File: src/rtl/systolic_pkg.sv
// Shared types, default geometry and width helpers for the systolic array sequencer.
package systolic_pkg;

  typedef enum logic [2:0] {
    IDLE   = 3'd0,
    CLEAR  = 3'd1,
    FEED   = 3'd2,
    DRAIN  = 3'd3,
    OUTPUT = 3'd4,
    DONE   = 3'd5
  } state_t;

  localparam int ROWS_DEF    = 4;
  localparam int COLS_DEF    = 4;
  localparam int K_MAX_DEF   = 256;
  localparam int RD_LAT_DEF  = 1;
  localparam int K_W_DEF     = $clog2(K_MAX_DEF + 1);
  localparam int ADDR_W_DEF  = $clog2(K_MAX_DEF);
  localparam int COL_W_DEF   = $clog2(COLS_DEF);

  // Cycles for the last operand to clear the read pipe and the full row+column skew.
  function automatic int drain_cycles(input int rd_lat, input int rows, input int cols);
    return rd_lat + rows + cols - 1;
  endfunction

endpackage

File: src/rtl/systolic_ctrl_skew_shift.sv
// 1-bit serial delay line; tap i is the input delayed by i cycles (tap 0 is the input itself).
module skew_shift #(
  parameter int DEPTH = 4
) (
  input  logic             i_clk,
  input  logic             i_reset,
  input  logic             i_d,
  output logic [DEPTH-1:0] o_taps
);

  generate
    if (DEPTH > 1) begin : g_shift
      logic [DEPTH-1:1] r_sh;

      // Serial shift of the feed strobe, one stage per tap.
      always_ff @(posedge i_clk) begin
        if (i_reset) begin
          r_sh <= '0;
        end else begin
          r_sh[1] <= i_d;
          for (int i = 2; i < DEPTH; i++) begin
            r_sh[i] <= r_sh[i-1];
          end
        end
      end

      assign o_taps = {r_sh, i_d};
    end else begin : g_single
      assign o_taps = i_d;
    end
  endgenerate

endmodule

File: src/rtl/systolic_ctrl.sv
// Job sequencer for a ROWS x COLS systolic MAC array: clear, operand reads,
// skewed feed enables, wavefront drain and result-column handout.
module systolic_ctrl
  import systolic_pkg::*;
#(
  parameter int ROWS   = ROWS_DEF,
  parameter int COLS   = COLS_DEF,
  parameter int K_MAX  = K_MAX_DEF,
  parameter int RD_LAT = RD_LAT_DEF
) (
  input  logic                       clk,
  input  logic                       reset,
  input  logic                       start,
  input  logic [$clog2(K_MAX+1)-1:0] k_len,
  output logic                       busy,
  output logic                       done,
  output logic                       array_clr,
  output logic                       rd_en,
  output logic [$clog2(K_MAX)-1:0]   rd_addr,
  output logic [ROWS-1:0]            row_en,
  output logic [COLS-1:0]            col_en,
  output logic                       out_valid,
  output logic [$clog2(COLS)-1:0]    out_col,
  input  logic                       out_ready
);

  localparam int K_W       = $clog2(K_MAX + 1);
  localparam int A_W       = $clog2(K_MAX);
  localparam int C_W       = $clog2(COLS);
  localparam int DRAIN_CYC = drain_cycles(RD_LAT, ROWS, COLS);
  localparam int D_W       = $clog2(DRAIN_CYC + 1);

  state_t           r_state;
  state_t           w_state_nxt;
  logic [K_W-1:0]   r_klen;
  logic [K_W-1:0]   r_k;
  logic [K_W-1:0]   w_k_clamp;
  logic [D_W-1:0]   r_drn;
  logic [C_W-1:0]   r_col;
  logic             r_busy;
  logic             r_done;
  logic             r_clr;
  logic             r_rd_en;
  logic             r_valid;
  logic [RD_LAT-1:0] r_lat;
  logic             w_feed_v;
  logic             w_hs;

  // Oversized reduction lengths saturate at the buffer depth.
  always_comb begin
    w_k_clamp = k_len;
    if (k_len > K_W'(K_MAX)) begin
      w_k_clamp = K_W'(K_MAX);
    end else begin
      w_k_clamp = k_len;
    end
  end

  assign w_hs = r_valid & out_ready;

  // Next-state decode.
  always_comb begin
    w_state_nxt = r_state;
    case (r_state)
      IDLE: begin
        if (start) begin
          if (w_k_clamp == K_W'(0)) begin
            w_state_nxt = DONE;
          end else begin
            w_state_nxt = CLEAR;
          end
        end else begin
          w_state_nxt = IDLE;
        end
      end
      CLEAR: w_state_nxt = FEED;
      FEED: begin
        if (r_k == r_klen - K_W'(1)) begin
          w_state_nxt = DRAIN;
        end else begin
          w_state_nxt = FEED;
        end
      end
      DRAIN: begin
        if (r_drn == D_W'(DRAIN_CYC - 1)) begin
          w_state_nxt = OUTPUT;
        end else begin
          w_state_nxt = DRAIN;
        end
      end
      OUTPUT: begin
        if (w_hs && (r_col == C_W'(COLS - 1))) begin
          w_state_nxt = DONE;
        end else begin
          w_state_nxt = OUTPUT;
        end
      end
      DONE:    w_state_nxt = IDLE;
      default: w_state_nxt = IDLE;
    endcase
  end

  // State register.
  always_ff @(posedge clk) begin
    if (reset) begin
      r_state <= IDLE;
    end else begin
      r_state <= w_state_nxt;
    end
  end

  // Job length latch plus k, drain and column counters; each idles at zero outside its phase.
  always_ff @(posedge clk) begin
    if (reset) begin
      r_klen <= '0;
      r_k    <= '0;
      r_drn  <= '0;
      r_col  <= '0;
    end else begin
      if ((r_state == IDLE) && start) begin
        r_klen <= w_k_clamp;
      end else begin
        r_klen <= r_klen;
      end
      if ((r_state == FEED) && (w_state_nxt == FEED)) begin
        r_k <= r_k + K_W'(1);
      end else begin
        r_k <= '0;
      end
      if ((r_state == DRAIN) && (w_state_nxt == DRAIN)) begin
        r_drn <= r_drn + D_W'(1);
      end else begin
        r_drn <= '0;
      end
      if (w_state_nxt != OUTPUT) begin
        r_col <= '0;
      end else if (w_hs) begin
        r_col <= r_col + C_W'(1);
      end else begin
        r_col <= r_col;
      end
    end
  end

  // Control strobes are registered from the next state so they line up with it.
  always_ff @(posedge clk) begin
    if (reset) begin
      r_busy  <= 1'b0;
      r_done  <= 1'b0;
      r_clr   <= 1'b0;
      r_rd_en <= 1'b0;
      r_valid <= 1'b0;
    end else begin
      r_busy  <= (w_state_nxt != IDLE) && (w_state_nxt != DONE);
      r_done  <= (w_state_nxt == DONE);
      r_clr   <= (w_state_nxt == CLEAR);
      r_rd_en <= (w_state_nxt == FEED);
      r_valid <= (w_state_nxt == OUTPUT);
    end
  end

  generate
    if (RD_LAT == 1) begin : g_lat1
      // Operand-buffer read latency of one cycle.
      always_ff @(posedge clk) begin
        if (reset) begin
          r_lat <= '0;
        end else begin
          r_lat <= r_rd_en;
        end
      end
    end else begin : g_latn
      // Operand-buffer read latency pipe.
      always_ff @(posedge clk) begin
        if (reset) begin
          r_lat <= '0;
        end else begin
          r_lat <= {r_lat[RD_LAT-2:0], r_rd_en};
        end
      end
    end
  endgenerate

  assign w_feed_v = r_lat[RD_LAT-1];

  skew_shift #(.DEPTH(ROWS)) u_row_skew (
    .i_clk   (clk),
    .i_reset (reset),
    .i_d     (w_feed_v),
    .o_taps  (row_en)
  );

  skew_shift #(.DEPTH(COLS)) u_col_skew (
    .i_clk   (clk),
    .i_reset (reset),
    .i_d     (w_feed_v),
    .o_taps  (col_en)
  );

  assign busy      = r_busy;
  assign done      = r_done;
  assign array_clr = r_clr;
  assign rd_en     = r_rd_en;
  assign rd_addr   = r_k[A_W-1:0];
  assign out_valid = r_valid;
  assign out_col   = r_col;

endmodule

File: config.mk
export PLATFORM = sky130hd
export DESIGN_NAME = systolic_ctrl
export DESIGN_NICKNAME = d
export VERILOG_FILES = /design/src/rtl/systolic_pkg.sv /design/src/rtl/systolic_ctrl_skew_shift.sv /design/src/rtl/systolic_ctrl.sv
export SDC_FILE = /design/constraint.sdc
export NUM_CORES = 1
export LEC_CHECK = 0
export ABC_AREA = 1
export CAP_MARGIN = 20
export CORE_ASPECT_RATIO = 0.5
export CORE_MARGIN = 2
export CORE_UTILIZATION = 54
export CTS_BUF_LIST = sky130_fd_sc_hd__clkbuf_8
export DETAILED_ROUTE_END_ITERATION = 10
export PLACE_DENSITY = 0.83
export SLEW_MARGIN = 20
export SYNTH_ARGS = -nofsm -noshare
export SYNTH_HDL_FRONTEND = slang
export SYNTH_HIERARCHICAL = 1
export SYNTH_SLANG_ARGS = --single-unit
File: constraint.sdc
create_clock -name clk -period 1.95 [get_ports clk]
set_input_delay 0.4875 -clock clk [delete_from_list [all_inputs] [get_ports clk]]
set_output_delay 0.4875 -clock clk [all_outputs]
set_load 0.005 [all_outputs]
==> results of run 1 <==
[how the worst max path moves through the flow]
| stage | slack (ns) | to | cells after the start |
|---|---|---|---|
| final | 0.17 | r_k[2]$_SDFF_PP0_ | 12 |
| after global routing | 0.002 | r_k[4]$_SDFF_PP0_ | 12 |
| after CTS | 0.11 | r_k[2]$_SDFF_PP0_ | 12 |
| after detailed placement | 0.08 | r_k[2]$_SDFF_PP0_ | 8 |
| after global placement | 0.12 | r_k[1]$_SDFF_PP0_ | 8 |
| after floorplan | 0.34 | r_k[0]$_SDFF_PP0_ | 12 |
[stage by stage]
stage	instances	power, mW	setup slack [ns]	cell area [um^2]	hold slack (ns)
3_5_place_dp	332	1.14	0.0778	2270	0.413
6_report	340	1.72	0.167	2370	0.422
4_1_cts	340	1.73	0.114	2370	0.425
3_3_place_gp	332	1.13	0.125	2270	0.405
5_1_grt	340	1.80	0.00220	2370	0.445
2_1_floorplan	254	1.05	0.342	1910	0.418
[power by group through the flow]
stage	Clock, mW	Combinational [mW]	Sequential [mW]
global route	0.630	0.316	0.855
finish	0.590	0.279	0.851
CTS	0.601	0.277	0.850
floorplan	0	0.185	0.865
detailed placement	0	0.272	0.868
global placement	0	0.263	0.869
[what timing repair did]
action,CTS,global route
hold buffers,0,0
resized for setup,0,1
endpoints found under the setup margin,0,9
[worst min-delay path, delay by kind of cell, from the launching register on]
family	cells	cell delay (ns)
AND/OR/NAND/NOR	1	0.03
flip-flops	1	0.31
buffers and inverters	1	0.05
[sequential cells by signal (all words and copies together) (netlist names), 2 cells and up]
signal                   count
r_k                          9
u_row_skew/g_shift.r_sh      3
r_drn                        4
out_col                      2
r_klen                       9
r_state                      3
u_col_skew/g_shift.r_sh      3
[synth_stat cells]
library cell	count	area, um^2
nand2_1	54	203
dfxtp_1	39	781
inv_1	30	113
nor2_1	30	113
nor2_2	16	100
nand3_1	14	70.1
buf_4	10	75.1
xor2_1	10	87.6
a21oi_1	9	45.0
a211oi_1	5	37.5
xnor2_1	5	43.8
ha_1	4	50.1
inv_2	4	15.0
nand2_2	3	18.8
nand4_1	3	18.8
nor3_1	3	15.0
o21ai_0	3	15.0
clkbuf_1	2	7.51
nor2_4	2	22.5
o21ai_1	2	10.0
a21oi_2	1	8.76
and3_1	1	6.26
nand3_2	1	10.0
nand3_4	1	17.5
nand4_4	1	21.3
nor3b_1	1	7.51
[placed cells by master, fill, tap and decap left out, types with 5 or more instances in the layout]
master,instances
xor2_1,10
nand3_1,14
nand2_1,54
a21oi_1,9
clkdlybuf4s50_1,35
nor2_2,17
nor2_1,29
dfxtp_1,39
xnor2_1,5
clkbuf_8,6
a211oi_1,5
inv_1,30
[cell families after synthesis]
group,count (synthesis)
DFF,39
AOI/OAI and AO/OA,20
buffers and inverters,46
adders and majority gates,4
and+or+nand+nor,130
xor gates and xnor gates,15
[cell type report]
class / instances / area (um^2) / area share, %
multi-input cells: 169 / 923 / 38.9
flip-flops and latches: 39 / 781 / 32.9
repair buffers: 39 / 380 / 16.0
inverters: 34 / 128 / 5.37
clock buffers: 6 / 82.6 / 3.48
well taps: 51 / 63.8 / 2.69
clock inverters: 2 / 16.3 / 0.685
[per-layer routing]
metal	GRT usage (%)	vias to the layer above	share of wire (%)
li1	-	850	-
met1	25.3	733	48
met2	35.0	42	44
met3	7.17	11	5.4
met4	10.9	0	2.6
met5	0	-	0
==> flow_metrics.env, run 1 <==
export IMPL_grt_pass1_vias=1490
export IMPL_track_usage_pct=21.2
export IMPL_worstMarginPinSlew_ns=0.316
export IMPL_min_from="u_col_skew/g_shift.r_sh[2]$_SDFF_PP0_"
export IMPL_yosysSeqAreaShare_pct=40.8
export IMPL_switching_share_pct=28.2
export IMPL_crit_slowest_cell="dfxtp_1"
export IMPL_cap_viol_max_count=0
export IMPL_antenna_cells=0
export IMPL_overflow=0
export IMPL_area_growth_pct=24.2
export IMPL_timing_rr_start="r_klen[0]$_SDFFE_PP0P_"
export IMPL_viasPerCell=4.81
export IMPL_syn_inst=254
export IMPL_seqPwrFrac_pct=49.5
export IMPL_cts_sinks=39
export IMPL_path_max_fanout=9
export IMPL_fin_worst_skew_ns=0.00938
export IMPL_fmax_mhz=561
export IMPL_die_w_um=88.1
export IMPL_antenna_found_initial=0
export IMPL_worstSetupStartpointType="flop"
export IMPL_wl_per_cell_um=11.3
export IMPL_p_int_mw=1.23
export IMPL_clk_pin_slew_ns=0.08
export IMPL_min_period_over_period_pct=91.4
export IMPL_syn_avg_cell_area_um2=7.53
export IMPL_layout_nets=305
export IMPL_slowest_delay_ns=0.36
export IMPL_core_mm2=0.00342
export IMPL_h_tree_depth=2
export IMPL_ir_worst_vdd_uv=452
export IMPL_cts_root_buf="clkbuf_8"
export IMPL_p_leak_nw=0.977
export IMPL_num_rows=15
export IMPL_initial_core_util_pct=56.0
export IMPL_synthAdderAreaFrac_pct=2.62
export IMPL_hold_end="u_col_skew/g_shift.r_sh[3]$_SDFF_PP0_"
export IMPL_yosys_area_share_simple_pct=32.6
export IMPL_final_util_pct=69.5
export IMPL_final_hold_viol_count=0
export IMPL_slew_violations=0
export IMPL_synth_xor_xnor_area_share_pct=6.87
export IMPL_place_congestion=0.866
export IMPL_hp_class="flop to flop"
export IMPL_cp_end_kind="flop"
export IMPL_cts_tree="yes"
export IMPL_postCtsSetupRepairBufs=0
export IMPL_cp_required_ns=2.14
export IMPL_crit_top_cell="nand2_1"
export IMPL_syn_cell_area_mm2=0.00191
export IMPL_clock_path_buffers=2
export IMPL_reg2reg_to="r_k[2]$_SDFF_PP0_"
export IMPL_dr_total_vias=1636
export IMPL_dieArea_mm2=0.00406
export IMPL_setup_worst_path_start="r_klen[0]$_SDFFE_PP0P_"
export IMPL_grt_max_degree=14
export IMPL_crit_chain="inv_1 > ha_1 > inv_1 > nand2_1 > nand2_1 > nand2_1 > nor2_1 > nand3_1 > nor2_2 > nand3_4 > nand4_4 > nor2_2"
export IMPL_cts_made_buffers=5
export IMPL_drc=0
export IMPL_fillers=275
export IMPL_clkPwrFrac_pct=34.3
export IMPL_r2r_slack_ns=0.17
export IMPL_fp_dieH_um=46.1
export IMPL_firstDrtPassIters=4
export IMPL_drtIter0Drc=58
export IMPL_netlist_cell_type_count=26
export IMPL_critPathTopFamily="simple AND/OR/NAND/NOR gates"
export IMPL_power_density_mw_per_mm2=724
export IMPL_layout_drive_gt1_share_pct=14.5
export IMPL_routed_wl_mm=3.85
export IMPL_r2r_worst_path_cells=12
export IMPL_combinationalPowerShare_pct=16.2
export IMPL_hpwlAfterDp_mm=2.81
export IMPL_cp_data_arrival_time_ns=1.98
export IMPL_setup_tns_ns=0
export IMPL_syn_nets=271
export IMPL_p_switching_uw=486
export IMPL_grt_pass1_wl_mm=6.43
export IMPL_synth_top_family_by_area="simple AND/OR/NAND/NOR gates"
export IMPL_antenna_left=0
export IMPL_ys_seq_elements=39
export IMPL_ys_warn_count=6
export IMPL_portBuffers=35
export IMPL_min_delay_path_depth=2
export IMPL_critPathBufInv=2
export IMPL_ios=36
export IMPL_finalCriticalPeriod_ns=1.78
export IMPL_critPathKind="flop to flop"
export IMPL_clock_latency_ns=0.30
export IMPL_rsz0062_at_grt="no"
export IMPL_status="finished, final reports clean"
export IMPL_synth_mux_area_share_pct=0
export IMPL_synth_compound_area_share_pct=6.09
export IMPL_setup_viol=0
export IMPL_slew_headroom_pct=78.8
Power figures use the tool's default switching activity.
==> run 2: changes to the inputs <==
--- a/config.mk
+++ b/config.mk
@@ -12,7 +12,7 @@
 export CORE_UTILIZATION = 54
 export CTS_BUF_LIST = sky130_fd_sc_hd__clkbuf_8
 export DETAILED_ROUTE_END_ITERATION = 10
-export PLACE_DENSITY = 0.83
+export PLACE_DENSITY = 0.91
 export SLEW_MARGIN = 20
 export SYNTH_ARGS = -nofsm -noshare
 export SYNTH_HDL_FRONTEND = slang
==> flow_metrics.env, run 2 (synthesis results as in run 1) <==
export IMPL_cts_hold_buf=0
export IMPL_final_common_cell="nand2_1"
export IMPL_wl_per_cell_um=12.4
export IMPL_firstDrtPassIters=5
export IMPL_switching_share_pct=24.5
export IMPL_cp_end_kind="flop"
export IMPL_ios=36
export IMPL_ir_worst_vdd_uv=477
export IMPL_crit_chain="inv_1 > ha_1 > inv_1 > nand2_1 > nand2_1 > nand2_1 > nand2_1 > nand3_1 > nor2_2 > nand3_4 > nand4_2 > nor2_2"
export IMPL_crit_slowest_cell="dfxtp_1"
export IMPL_critPathKind="flop to flop"
export IMPL_cts_root_buf="clkbuf_8"
export IMPL_portBuffers=35
export IMPL_area_growth_pct=26.6
export IMPL_fin_worst_skew_ns=0.00769
export IMPL_cts_made_buffers=5
export IMPL_cp_data_arrival_time_ns=1.99
export IMPL_slew_violations=0
export IMPL_clock_latency_ns=0.29
export IMPL_combinationalPowerShare_pct=15.1
export IMPL_worstMarginPinSlew_ns=0.327
export IMPL_p_int_mw=1.45
export IMPL_die_w_um=88.1
export IMPL_place_inst=332
export IMPL_reg_top3="r_k: 9 flops, r_klen: 9 flops, r_drn: 4 flops"
export IMPL_postCtsSetupRepairBufs=0
export IMPL_drtIter0Drc=99
export IMPL_cts_resized=0
export IMPL_antenna_left=0
export IMPL_clock_path_buffers=2
export IMPL_layout_nets=306
export IMPL_slew_headroom_pct=78.0
export IMPL_fmax_mhz=552
export IMPL_cts_sinks=39
export IMPL_layout_common_cells="54 x nand2_1, 39 x dfxtp_1, 35 x clkdlybuf4s50_1"
export IMPL_place_congestion=0.824
export IMPL_layout_drive_gt1_share_pct=14.5
export IMPL_finalCriticalPeriod_ns=1.81
export IMPL_clkPwrFrac_pct=40.6
export IMPL_fillers=270
export IMPL_initial_core_util_pct=56.0
export IMPL_num_rows=15
export IMPL_fin_area_mm2=0.00242
export IMPL_hpwlAfterDp_mm=3.01
export IMPL_grt_max_degree=13
export IMPL_path_max_fanout=6
export IMPL_core_mm2=0.00342
export IMPL_overflow=0
export IMPL_drc=0
export IMPL_fp_dieH_um=46.1
export IMPL_slowest_delay_ns=0.38
export IMPL_cap_viol_max_count=0
export IMPL_viasPerCell=5.07
export IMPL_h_tree_depth=2
export IMPL_dr_total_vias=1730
export IMPL_place_area_mm2=0.00227
export IMPL_min_period_over_period_pct=93.0
export IMPL_track_usage_pct=21.9
export IMPL_status="finished, final reports clean"
export IMPL_final_util_pct=70.9
export IMPL_crit_top_cell="nand2_1"
export IMPL_seqPwrFrac_pct=44.3
export IMPL_p_leak_nw=1.01
export IMPL_p_switching_uw=471
export IMPL_cp_required_ns=2.13
export IMPL_antenna_found_initial=0
export IMPL_hp_class="flop to flop"
export IMPL_final_hold_viol_count=0
export IMPL_grt_pass1_vias=1531
export IMPL_clk_pin_slew_ns=0.07
export IMPL_stdcell_count=341
export IMPL_antenna_cells=0
export IMPL_power_density_mw_per_mm2=794
export IMPL_grt_pass1_wl_mm=6.50
export IMPL_routed_wl_mm=4.24
export IMPL_cts_tree="yes"
export IMPL_worstSetupStartpointType="flop"
export IMPL_dieArea_mm2=0.00406
export IMPL_setup_viol=0
run 2: cell count changes in the layout (fill, tap and decap cells not counted):
cell / change
nand4_2: +1
clkbuf_8: -1
bufinv_16: +2
clkinvlp_4: -1
inv_1: +1
clkinv_4: -1
run 2: layout make-up:
class | count | area [um^2] | share of cell area (%)
multi-input cells | 170 | 936 | 38.7
clock buffers | 5 | 68.8 | 2.84
repair buffers | 39 | 380 | 15.7
clock inverters | 3 | 63.8 | 2.64
inverters | 34 | 128 | 5.27
flip-flops and latches | 39 | 781 | 32.2
well taps | 51 | 63.8 | 2.64
run 2: per-stage QoR:
stage          setup TNS, ns  hold WS (ns)  power (mW)  setup WS, ns
2_1_floorplan              0         0.418        1.05         0.342
3_3_place_gp               0         0.405        1.13         0.125
3_5_place_dp               0         0.412        1.14        0.0472
4_1_cts                    0         0.423        1.92         0.106
5_1_grt            -0.000612         0.462        2.00     -0.000612
6_report                   0         0.423        1.92         0.137
run 2: power by group through the flow:
stage / registers, mW / logic (mW) / clock network (mW)
after floorplan: 0.865 / 0.185 / 0
after global placement: 0.868 / 0.260 / 0
after detailed placement: 0.869 / 0.274 / 0
after CTS: 0.852 / 0.277 / 0.793
after global routing: 0.856 / 0.316 / 0.828
final: 0.853 / 0.290 / 0.780
run 2: path summary, 6_finish.rpt:
| check | from | to | slack [ns] | depth (start not counted) |
|---|---|---|---|---|
| min | u_row_skew/g_shift.r_sh[2]$_SDFF_PP0_ | u_row_skew/g_shift.r_sh[3]$_SDFF_PP0_ | 0.42 | 2 |
| max reg2reg | r_klen[0]$_SDFFE_PP0P_ | r_k[0]$_SDFF_PP0_ | 0.14 | 12 |
| max | r_klen[0]$_SDFFE_PP0P_ | r_k[0]$_SDFF_PP0_ | 0.14 | 12 |
| min reg2reg | u_row_skew/g_shift.r_sh[2]$_SDFF_PP0_ | u_row_skew/g_shift.r_sh[3]$_SDFF_PP0_ | 0.42 | 2 |
run 2: per-layer routing:
metal	vias to the layer above	track usage, %	share of wire (%)
li1	854	-	-
met1	792	24.2	42
met2	75	39.2	50
met3	9	8.42	6.2
met4	0	8.79	1.5
met5	-	0	0
run 2: critical path: cells and delay by family, from the launching register on:
kind,cells,cell delay (ns)
AND/OR/NAND/NOR,9,0.83
flip-flops,1,0.38
adder cells (fa/ha/maj),1,0.29
buffers and inverters,2,0.19
